## src/rtl/decode_cycle_if.sv

```systemverilog
`default_nettype none
// ============================================================================
// Module   : decode_cycle_if
// Purpose  : ID/EX pipeline bundle between the decode stage and execute stage.
//            master = decode stage (drives the registered ID/EX fields),
//            slave  = execute stage (consumes them).
// Signals  : RegWriteE, ALUSrcE, MemWriteE, ResultSrcE[1:0], BranchE, JumpE,
//            ALUControlE[2:0], RD1_E[31:0], RD2_E[31:0], Imm_Ext_E[31:0],
//            RS1_E[4:0], RS2_E[4:0], RD_E[4:0], PCE[31:0], PCPlus4E[31:0]
// Revision : 1.0 - initial release
// ============================================================================
interface decode_cycle_if;
  logic        RegWriteE;
  logic        ALUSrcE;
  logic        MemWriteE;
  logic [1:0]  ResultSrcE;
  logic        BranchE;
  logic        JumpE;
  logic [2:0]  ALUControlE;
  logic [31:0] RD1_E;
  logic [31:0] RD2_E;
  logic [31:0] Imm_Ext_E;
  logic [4:0]  RS1_E;
  logic [4:0]  RS2_E;
  logic [4:0]  RD_E;
  logic [31:0] PCE;
  logic [31:0] PCPlus4E;

  modport master (
    output RegWriteE, ALUSrcE, MemWriteE, ResultSrcE, BranchE, JumpE,
           ALUControlE, RD1_E, RD2_E, Imm_Ext_E, RS1_E, RS2_E, RD_E,
           PCE, PCPlus4E
  );

  modport slave (
    input  RegWriteE, ALUSrcE, MemWriteE, ResultSrcE, BranchE, JumpE,
           ALUControlE, RD1_E, RD2_E, Imm_Ext_E, RS1_E, RS2_E, RD_E,
           PCE, PCPlus4E
  );
endinterface
`default_nettype wire

```

## src/rtl/decode_cycle.sv

```systemverilog
`default_nettype none
// ============================================================================
// Module   : decode_cycle
// Purpose  : RV32I decode stage. Decodes InstrD into control signals, reads
//            the 32x32 register file, sign-extends the immediate and registers
//            everything into the ID/EX pipeline register. Also hosts the
//            writeback write port of the register file.
// Ports    : clk       - pipeline clock, rising edge
//            rst       - synchronous active-low reset
//            InstrD    - instruction from IF/ID
//            PCD       - PC of InstrD
//            PCPlus4D  - PC+4 of InstrD
//            RegWriteW - writeback register-file write enable
//            RDW       - writeback destination register
//            ResultW   - writeback data
//            FlushE    - insert a bubble into ID/EX
//            ex        - ID/EX bundle (decode_cycle_if.master)
// Params   : RF_INIT_ZERO - 1: x1..x31 clear on reset; 0: contents survive
// Macros   : DECODE_WB_BYPASS_EN - when defined, a same-cycle writeback to a
//            register being read is forwarded to the read port.
// Revision : 1.0 - initial release
// ============================================================================
module decode_cycle #(
  parameter int RF_INIT_ZERO = 1
) (
  input  wire logic        clk,
  input  wire logic        rst,
  input  wire logic [31:0] InstrD,
  input  wire logic [31:0] PCD,
  input  wire logic [31:0] PCPlus4D,
  input  wire logic        RegWriteW,
  input  wire logic [4:0]  RDW,
  input  wire logic [31:0] ResultW,
  input  wire logic        FlushE,
  decode_cycle_if.master   ex
);

  localparam logic [6:0] OP_LW   = 7'b0000011;
  localparam logic [6:0] OP_SW   = 7'b0100011;
  localparam logic [6:0] OP_R    = 7'b0110011;
  localparam logic [6:0] OP_IALU = 7'b0010011;
  localparam logic [6:0] OP_BEQ  = 7'b1100011;
  localparam logic [6:0] OP_JAL  = 7'b1101111;

  typedef enum logic [1:0] {
    IMM_I = 2'd0,
    IMM_S = 2'd1,
    IMM_B = 2'd2,
    IMM_J = 2'd3
  } imm_sel_t;

  // Instruction fields
  logic [6:0] opcode;
  logic [4:0] rs1;
  logic [4:0] rs2;
  logic [4:0] rd;
  logic [2:0] funct3;
  logic       funct7_b5;

  assign opcode    = InstrD[6:0];
  assign rd        = InstrD[11:7];
  assign funct3    = InstrD[14:12];
  assign rs1       = InstrD[19:15];
  assign rs2       = InstrD[24:20];
  assign funct7_b5 = InstrD[30];

  // --------------------------------------------------------------------------
  // Register file
  // --------------------------------------------------------------------------
  // Entry 0 is never written; reads of index 0 are forced to zero instead.
  logic [31:0] regs [32];
  logic        wb_we;

  assign wb_we = RegWriteW && (RDW != 5'd0);

  generate
    if (RF_INIT_ZERO != 0) begin : g_rf_clear
      always_ff @(posedge clk) begin
        if (!rst) begin
          for (int i = 1; i < 32; i++) begin
            regs[i] <= '0;
          end
        end else if (wb_we) begin
          regs[RDW] <= ResultW;
        end
      end
    end else begin : g_rf_keep
      // Contents survive reset, but a write coinciding with reset is dropped.
      always_ff @(posedge clk) begin
        if (rst && wb_we) begin
          regs[RDW] <= ResultW;
        end
      end
    end
  endgenerate

  logic [31:0] rd1;
  logic [31:0] rd2;

`ifdef DECODE_WB_BYPASS_EN
  assign rd1 = (rs1 == 5'd0)               ? 32'd0   :
               (wb_we && (RDW == rs1))     ? ResultW : regs[rs1];
  assign rd2 = (rs2 == 5'd0)               ? 32'd0   :
               (wb_we && (RDW == rs2))     ? ResultW : regs[rs2];
`else
  assign rd1 = (rs1 == 5'd0) ? 32'd0 : regs[rs1];
  assign rd2 = (rs2 == 5'd0) ? 32'd0 : regs[rs2];
`endif

  // --------------------------------------------------------------------------
  // Main control decode
  // --------------------------------------------------------------------------
  logic       reg_write;
  logic       alu_src;
  logic       mem_write;
  logic [1:0] result_src;
  logic       branch;
  logic       jump;
  logic [1:0] alu_op;
  imm_sel_t   imm_sel;

  always_comb begin
    reg_write  = 1'b0;
    alu_src    = 1'b0;
    mem_write  = 1'b0;
    result_src = 2'b00;
    branch     = 1'b0;
    jump       = 1'b0;
    alu_op     = 2'b00;
    imm_sel    = IMM_I;
    case (opcode)
      OP_LW: begin
        reg_write  = 1'b1;
        alu_src    = 1'b1;
        result_src = 2'b01;
      end
      OP_SW: begin
        mem_write = 1'b1;
        alu_src   = 1'b1;
        imm_sel   = IMM_S;
      end
      OP_R: begin
        reg_write = 1'b1;
        alu_op    = 2'b10;
      end
      OP_IALU: begin
        reg_write = 1'b1;
        alu_src   = 1'b1;
        alu_op    = 2'b10;
      end
      OP_BEQ: begin
        branch  = 1'b1;
        alu_op  = 2'b01;
        imm_sel = IMM_B;
      end
      OP_JAL: begin
        reg_write  = 1'b1;
        jump       = 1'b1;
        result_src = 2'b10;
        imm_sel    = IMM_J;
      end
      default: begin
        // Unknown opcodes decode as a NOP.
      end
    endcase
  end

  // --------------------------------------------------------------------------
  // ALU control decode
  // --------------------------------------------------------------------------
  logic [2:0] alu_ctl;

  always_comb begin
    alu_ctl = 3'b000;
    case (alu_op)
      2'b00: alu_ctl = 3'b000;
      2'b01: alu_ctl = 3'b001;
      2'b10: begin
        case (funct3)
          // Only R-type with funct7[5] set is a subtract; addi never is.
          3'b000:  alu_ctl = ({opcode[5], funct7_b5} == 2'b11) ? 3'b001 : 3'b000;
          3'b010:  alu_ctl = 3'b101;
          3'b110:  alu_ctl = 3'b011;
          3'b111:  alu_ctl = 3'b010;
          default: alu_ctl = 3'b000;
        endcase
      end
      default: alu_ctl = 3'b000;
    endcase
  end

  // --------------------------------------------------------------------------
  // Immediate generation
  // --------------------------------------------------------------------------
  logic [31:0] imm_ext;

  always_comb begin
    imm_ext = {{20{InstrD[31]}}, InstrD[31:20]};
    case (imm_sel)
      IMM_I: imm_ext = {{20{InstrD[31]}}, InstrD[31:20]};
      IMM_S: imm_ext = {{20{InstrD[31]}}, InstrD[31:25], InstrD[11:7]};
      IMM_B: imm_ext = {{20{InstrD[31]}}, InstrD[7], InstrD[30:25],
                        InstrD[11:8], 1'b0};
      IMM_J: imm_ext = {{12{InstrD[31]}}, InstrD[19:12], InstrD[20],
                        InstrD[30:21], 1'b0};
      default: imm_ext = {{20{InstrD[31]}}, InstrD[31:20]};
    endcase
  end

  // --------------------------------------------------------------------------
  // ID/EX pipeline register. Reset and flush both load an all-zero bubble.
  // --------------------------------------------------------------------------
  always_ff @(posedge clk) begin
    if (!rst || FlushE) begin
      ex.RegWriteE   <= 1'b0;
      ex.ALUSrcE     <= 1'b0;
      ex.MemWriteE   <= 1'b0;
      ex.ResultSrcE  <= 2'b00;
      ex.BranchE     <= 1'b0;
      ex.JumpE       <= 1'b0;
      ex.ALUControlE <= 3'b000;
      ex.RD1_E       <= '0;
      ex.RD2_E       <= '0;
      ex.Imm_Ext_E   <= '0;
      ex.RS1_E       <= '0;
      ex.RS2_E       <= '0;
      ex.RD_E        <= '0;
      ex.PCE         <= '0;
      ex.PCPlus4E    <= '0;
    end else begin
      ex.RegWriteE   <= reg_write;
      ex.ALUSrcE     <= alu_src;
      ex.MemWriteE   <= mem_write;
      ex.ResultSrcE  <= result_src;
      ex.BranchE     <= branch;
      ex.JumpE       <= jump;
      ex.ALUControlE <= alu_ctl;
      ex.RD1_E       <= rd1;
      ex.RD2_E       <= rd2;
      ex.Imm_Ext_E   <= imm_ext;
      ex.RS1_E       <= rs1;
      ex.RS2_E       <= rs2;
      ex.RD_E        <= rd;
      ex.PCE         <= PCD;
      ex.PCPlus4E    <= PCPlus4D;
    end
  end

endmodule
`default_nettype wire

```

## src/flat_wrapper.sv

```systemverilog
// flat-port wrapper written by rule: the top's interface ports become plain ports
module decode_cycle_flat 
#(
  parameter int RF_INIT_ZERO = 1
)
  (clk, rst, InstrD, PCD, PCPlus4D, RegWriteW, RDW, ResultW, FlushE, ex_RegWriteE, ex_ALUSrcE, ex_MemWriteE, ex_ResultSrcE, ex_BranchE, ex_JumpE, ex_ALUControlE, ex_RD1_E, ex_RD2_E, ex_Imm_Ext_E, ex_RS1_E, ex_RS2_E, ex_RD_E, ex_PCE, ex_PCPlus4E);
  decode_cycle_if ex_i ();
  input  wire logic clk;
  input  wire logic rst;
  input  wire logic [31:0] InstrD;
  input  wire logic [31:0] PCD;
  input  wire logic [31:0] PCPlus4D;
  input  wire logic RegWriteW;
  input  wire logic [4:0] RDW;
  input  wire logic [31:0] ResultW;
  input  wire logic FlushE;
  output wire logic [$bits(ex_i.RegWriteE)-1:0] ex_RegWriteE;
  output wire logic [$bits(ex_i.ALUSrcE)-1:0] ex_ALUSrcE;
  output wire logic [$bits(ex_i.MemWriteE)-1:0] ex_MemWriteE;
  output wire logic [$bits(ex_i.ResultSrcE)-1:0] ex_ResultSrcE;
  output wire logic [$bits(ex_i.BranchE)-1:0] ex_BranchE;
  output wire logic [$bits(ex_i.JumpE)-1:0] ex_JumpE;
  output wire logic [$bits(ex_i.ALUControlE)-1:0] ex_ALUControlE;
  output wire logic [$bits(ex_i.RD1_E)-1:0] ex_RD1_E;
  output wire logic [$bits(ex_i.RD2_E)-1:0] ex_RD2_E;
  output wire logic [$bits(ex_i.Imm_Ext_E)-1:0] ex_Imm_Ext_E;
  output wire logic [$bits(ex_i.RS1_E)-1:0] ex_RS1_E;
  output wire logic [$bits(ex_i.RS2_E)-1:0] ex_RS2_E;
  output wire logic [$bits(ex_i.RD_E)-1:0] ex_RD_E;
  output wire logic [$bits(ex_i.PCE)-1:0] ex_PCE;
  output wire logic [$bits(ex_i.PCPlus4E)-1:0] ex_PCPlus4E;
  assign ex_RegWriteE = ex_i.RegWriteE;
  assign ex_ALUSrcE = ex_i.ALUSrcE;
  assign ex_MemWriteE = ex_i.MemWriteE;
  assign ex_ResultSrcE = ex_i.ResultSrcE;
  assign ex_BranchE = ex_i.BranchE;
  assign ex_JumpE = ex_i.JumpE;
  assign ex_ALUControlE = ex_i.ALUControlE;
  assign ex_RD1_E = ex_i.RD1_E;
  assign ex_RD2_E = ex_i.RD2_E;
  assign ex_Imm_Ext_E = ex_i.Imm_Ext_E;
  assign ex_RS1_E = ex_i.RS1_E;
  assign ex_RS2_E = ex_i.RS2_E;
  assign ex_RD_E = ex_i.RD_E;
  assign ex_PCE = ex_i.PCE;
  assign ex_PCPlus4E = ex_i.PCPlus4E;
  decode_cycle #(.RF_INIT_ZERO(RF_INIT_ZERO)) u_core (.clk(clk), .rst(rst), .InstrD(InstrD), .PCD(PCD), .PCPlus4D(PCPlus4D), .RegWriteW(RegWriteW), .RDW(RDW), .ResultW(ResultW), .FlushE(FlushE), .ex(ex_i));
endmodule
```

## config.mk

```make
export PLATFORM = sky130hd
export DESIGN_NAME = decode_cycle_flat
export DESIGN_NICKNAME = d
export VERILOG_FILES = /design/src/rtl/decode_cycle_if.sv /design/src/rtl/decode_cycle.sv /design/src/flat_wrapper.sv
export SDC_FILE = /design/constraint.sdc
export NUM_CORES = 2
export LEC_CHECK = 0
export BUFFER_PORTS_ARGS = -buffer_cell sky130_fd_sc_hd__clkbuf_2
export CELL_PAD_IN_SITES_DETAIL_PLACEMENT = 1
export CELL_PAD_IN_SITES_GLOBAL_PLACEMENT = 1
export CORE_ASPECT_RATIO = 0.9
export CORE_UTILIZATION = 30
export CTS_CLUSTER_DIAMETER = 100
export CTS_CLUSTER_SIZE = 16
export DETAILED_ROUTE_END_ITERATION = 16
export PLACE_DENSITY = 0.63
export SETUP_SLACK_MARGIN = 0.1
export SLEW_MARGIN = 30
export SYNTH_ARGS = -nofsm -noshare
export SYNTH_HDL_FRONTEND = slang
export SYNTH_SLANG_ARGS = --single-unit
```

## constraint.sdc

```tcl
create_clock -name clk -period 3.6 [get_ports clk]
set_clock_uncertainty 0.1 [all_clocks]
set_input_delay 0 -clock clk [delete_from_list [all_inputs] [get_ports clk]]
set_output_delay 0 -clock clk [all_outputs]
set_load 0.005 [all_outputs]
```

==> out/results.txt <==
Setup-failing EPs final = 0
CTS tree = built
Area Growth Syn to Fin = 17.5%
FFs w/ async S/R, synth = 0%
EDFF count, synth = 1024
Top post-synthesis cells by area = edfxtp_1, mux4_2, and2_1, dfxtp_1, mux2i_1
Synth Area in Compound Gates = 4.30%
CTS buffer count = 85
Adder-Cell Fraction of Synth Area = 0.0424%
Maximum buffer depth of the clock tree = 3
Total global-route track usage = 22.3%
Worst slew pin tran = 1.10 ns
Synth Cell Area = 0.0591 mm²
Switching share of power = 26.2%
Reg clk slew, reported paths = 0.07 ns
Mux cell area share after synthesis = 20.7%
Sequential area share after synthesis = 57.9%
Internal = 0.0220 W
Post-CTS Setup Bufs = 0
Final hold vios = 0
Final period util = 83.3%
Die extent in x = 470 µm
Met2 WL = 109 mm
Cell Rows = 154
Most common cell in the netlist = and2_1
Cell leakage power = 24.8 nW
Share of cells above drive strength 1 = 25.0%
I/O pin count = 322
Yosys cell types = 50
Vias in the first global route = 41200
FMAX = 334 MHz
Die ar. = 0.199 mm²
DR pass1 iterations = 11
Yosys warns = 0
Drt wl/cell = 31.7 µm
Slew headroom = 26.7%
Via Count = 39200
Startpoint Class = primary input
Combinational group share of total power = 13.0%
Largest family of logic cells by synthesized area = multiplexers
Top routing layer in use = met5
Psw = 0.00780 W
Hold path start = PCD[2]
First-pass GRT wire length = 316 mm
Setup TNS = 0 ns
Unrepaired setup endpoints after global routing = no
Largest net degree at the start of global routing = 87
Reg2reg start = u_core.regs[13][22]
DRC = 2
# port buffers = 321
Slowest stage cell, crit path = buf_4
CP max stage delay = 0.61 ns
Clock Power Share = 32.6%
Post-CTS sizing = 0
Hold_ws = 0.0464 ns
RePlAce Congestion = 0.820
Worst Path Max Fanout = 86
Core Area = 0.196 mm²
Crit path DAT = 3.56 ns
Worst IR Drop VDD = 352 µV
CP cell instances = dlygate4sd3_1 > buf_4 > nor2b_4 > dlygate4sd3_1 > buf_4 > buf_4 > nand2_1 > nor3_1 > dlygate4sd3_1
Sink Count = 1197
Slew Limit Fails = 0
Initial antenna violation count = 11
Post-layout min period = 3.00 ns
Root buffer cell = clkbuf_16
Mapped Cells = 4035
Hold Crit Class = in2reg
Worst skew pair latency = 0.73 ns
Wire length on met3 = 16.8 mm
Met1 WL = 92.8 mm
Top FF cell, synth = edfxtp_1
XOR/XNOR Fraction of Synth Area = 0%
Total gr overflow = 0
CP startpoint = rst
Via density = 5.52
Crit. End Element = flop
H-tree Lvls = 3
Total length of routed wires = 225 mm
Post-DP HPWL = 141 mm
Simple-Gate Fraction of Synth Area = 13.7%
Outcome = finished with violations
DRT antenna net count = 0
Power Dens Cells = 429 mW/mm²
Synth top cells by count = and2_1, edfxtp_1, mux4_2, clkbuf_1, mux2i_1
Avg Inst Size Synth = 14.6 µm²
1st-iter DRT viols = 4480
Die height = 423 µm
Max-cap violations = 0
Failing checks = DRC
Synth top area share = 52.1%
Net count, final = 4592
Initial core utilization = 30.2%
CP required = 4.17 ns
Synthesis-stage register bit count = 1197
Reg power frac = 54.4%
Kind of critical path = in2reg
Post-synth top area cell = edfxtp_1
per-stage QoR:
stage	area [µm²]	util, %	std cells	total power [W]	setup slack (ns)
floorplan	59200	-	4066	0.0185	0.0800
global placement	64700	33.1	6726	0.0201	0.524
detailed placement	64800	33.1	6728	0.0202	0.560
CTS	69400	35.5	7097	0.0299	0.686
global route	69400	35.5	7097	0.0306	0.529
finish	69400	35.5	7108	0.0298	0.602
logic make-up after synthesis:
group,Yosys count
AO/OA/AOI/OAI,346
adder cells (fa/ha/maj),2
buffers and inverters,439
flip-flops,1197
multiplexers,682
other,1
AND/OR/NAND/NOR,1368
final cells by class:
type / count / area (µm²)
Tap cell: 2574 / 3220
Inverter: 19 / 73.8
Timing Repair Buffer: 720 / 5770
Antenna cell: 11 / 27.5
Clock inverter: 7 / 75.1
Multi-Input combinational cell: 2430 / 23600
Clock buffer: 150 / 2400
Fill cell: 20200 / 126000
Sequential cell: 1197 / 34200
registers in the layout, summed over array words and instances (netlist names):
signal and count:
u_core.ex.RD_E 5, u_core.ex.ALUControlE 3, u_core.regs 1024, u_core.ex.RS1_E 5
u_core.ex.PCE 32, u_core.ex.MemWriteE 1, u_core.ex.RegWriteE 1, u_core.ex.BranchE 1
u_core.ex.PCPlus4E 32, u_core.ex.RD1_E 32, u_core.ex.Imm_Ext_E 21, u_core.ex.RS2_E 5
u_core.ex.RD2_E 32, u_core.ex.ResultSrcE 2, u_core.ex.ALUSrcE 1
layer usage:
layer  track usage, %  vias up
li1                 -    16000
met1             29.7    21000
met2             37.3     1886
met3             3.55      307
met4             6.79        4
met5                0        -
placed cells by master, fill, tap and decap left out, types with 39 or more instances in the layout:
cell type,n
clkbuf_2,314
nand3_1,39
dfxtp_1,173
mux4_2,429
clkbuf_16,86
clkbuf_1,63
edfxtp_1,1024
buf_4,143
nor2_1,59
nand2_1,73
a22o_1,68
dlygate4sd3_1,212
and2_1,1079
buf_12,44
mux2i_1,228
final timing paths:
| path | endpoint | slack (ns) | cells past startpoint |
|---|---|---|---|
| min | u_core.ex.PCE[2] | 0.05 | 3 |
| min reg2reg | u_core.ex.RD2_E[24] | 0.66 | 4 |
| max reg2reg | u_core.ex.RD2_E[22] | 1.16 | 5 |
| max | u_core.ex.ResultSrcE[0] | 0.60 | 9 |
power by group through the flow:
| stage | clock (W) | sequential (W) | combinational [W] |
|---|---|---|---|
| after floorplan | 0 | 0.0164 | 0.00213 |
| after global placement | 0 | 0.0165 | 0.00364 |
| after detailed placement | 0 | 0.0165 | 0.00368 |
| after CTS | 0.00987 | 0.0162 | 0.00387 |
| after global routing | 0.0103 | 0.0163 | 0.00404 |
| final | 0.00971 | 0.0162 | 0.00389 |
critical path, delay by kind of cell:
family	cells	cell delay, ns
AND/OR/NAND/NOR	3	0.64
buffers and inverters	6	2.88
what timing repair did:
item / in CTS / in global routing
hold buffers: 212 / 0
endpoints found under the setup margin: 0 / 0
endpoints found under the hold margin: 903 / 0
No activity file was read; power rests on OpenSTA's default activity.
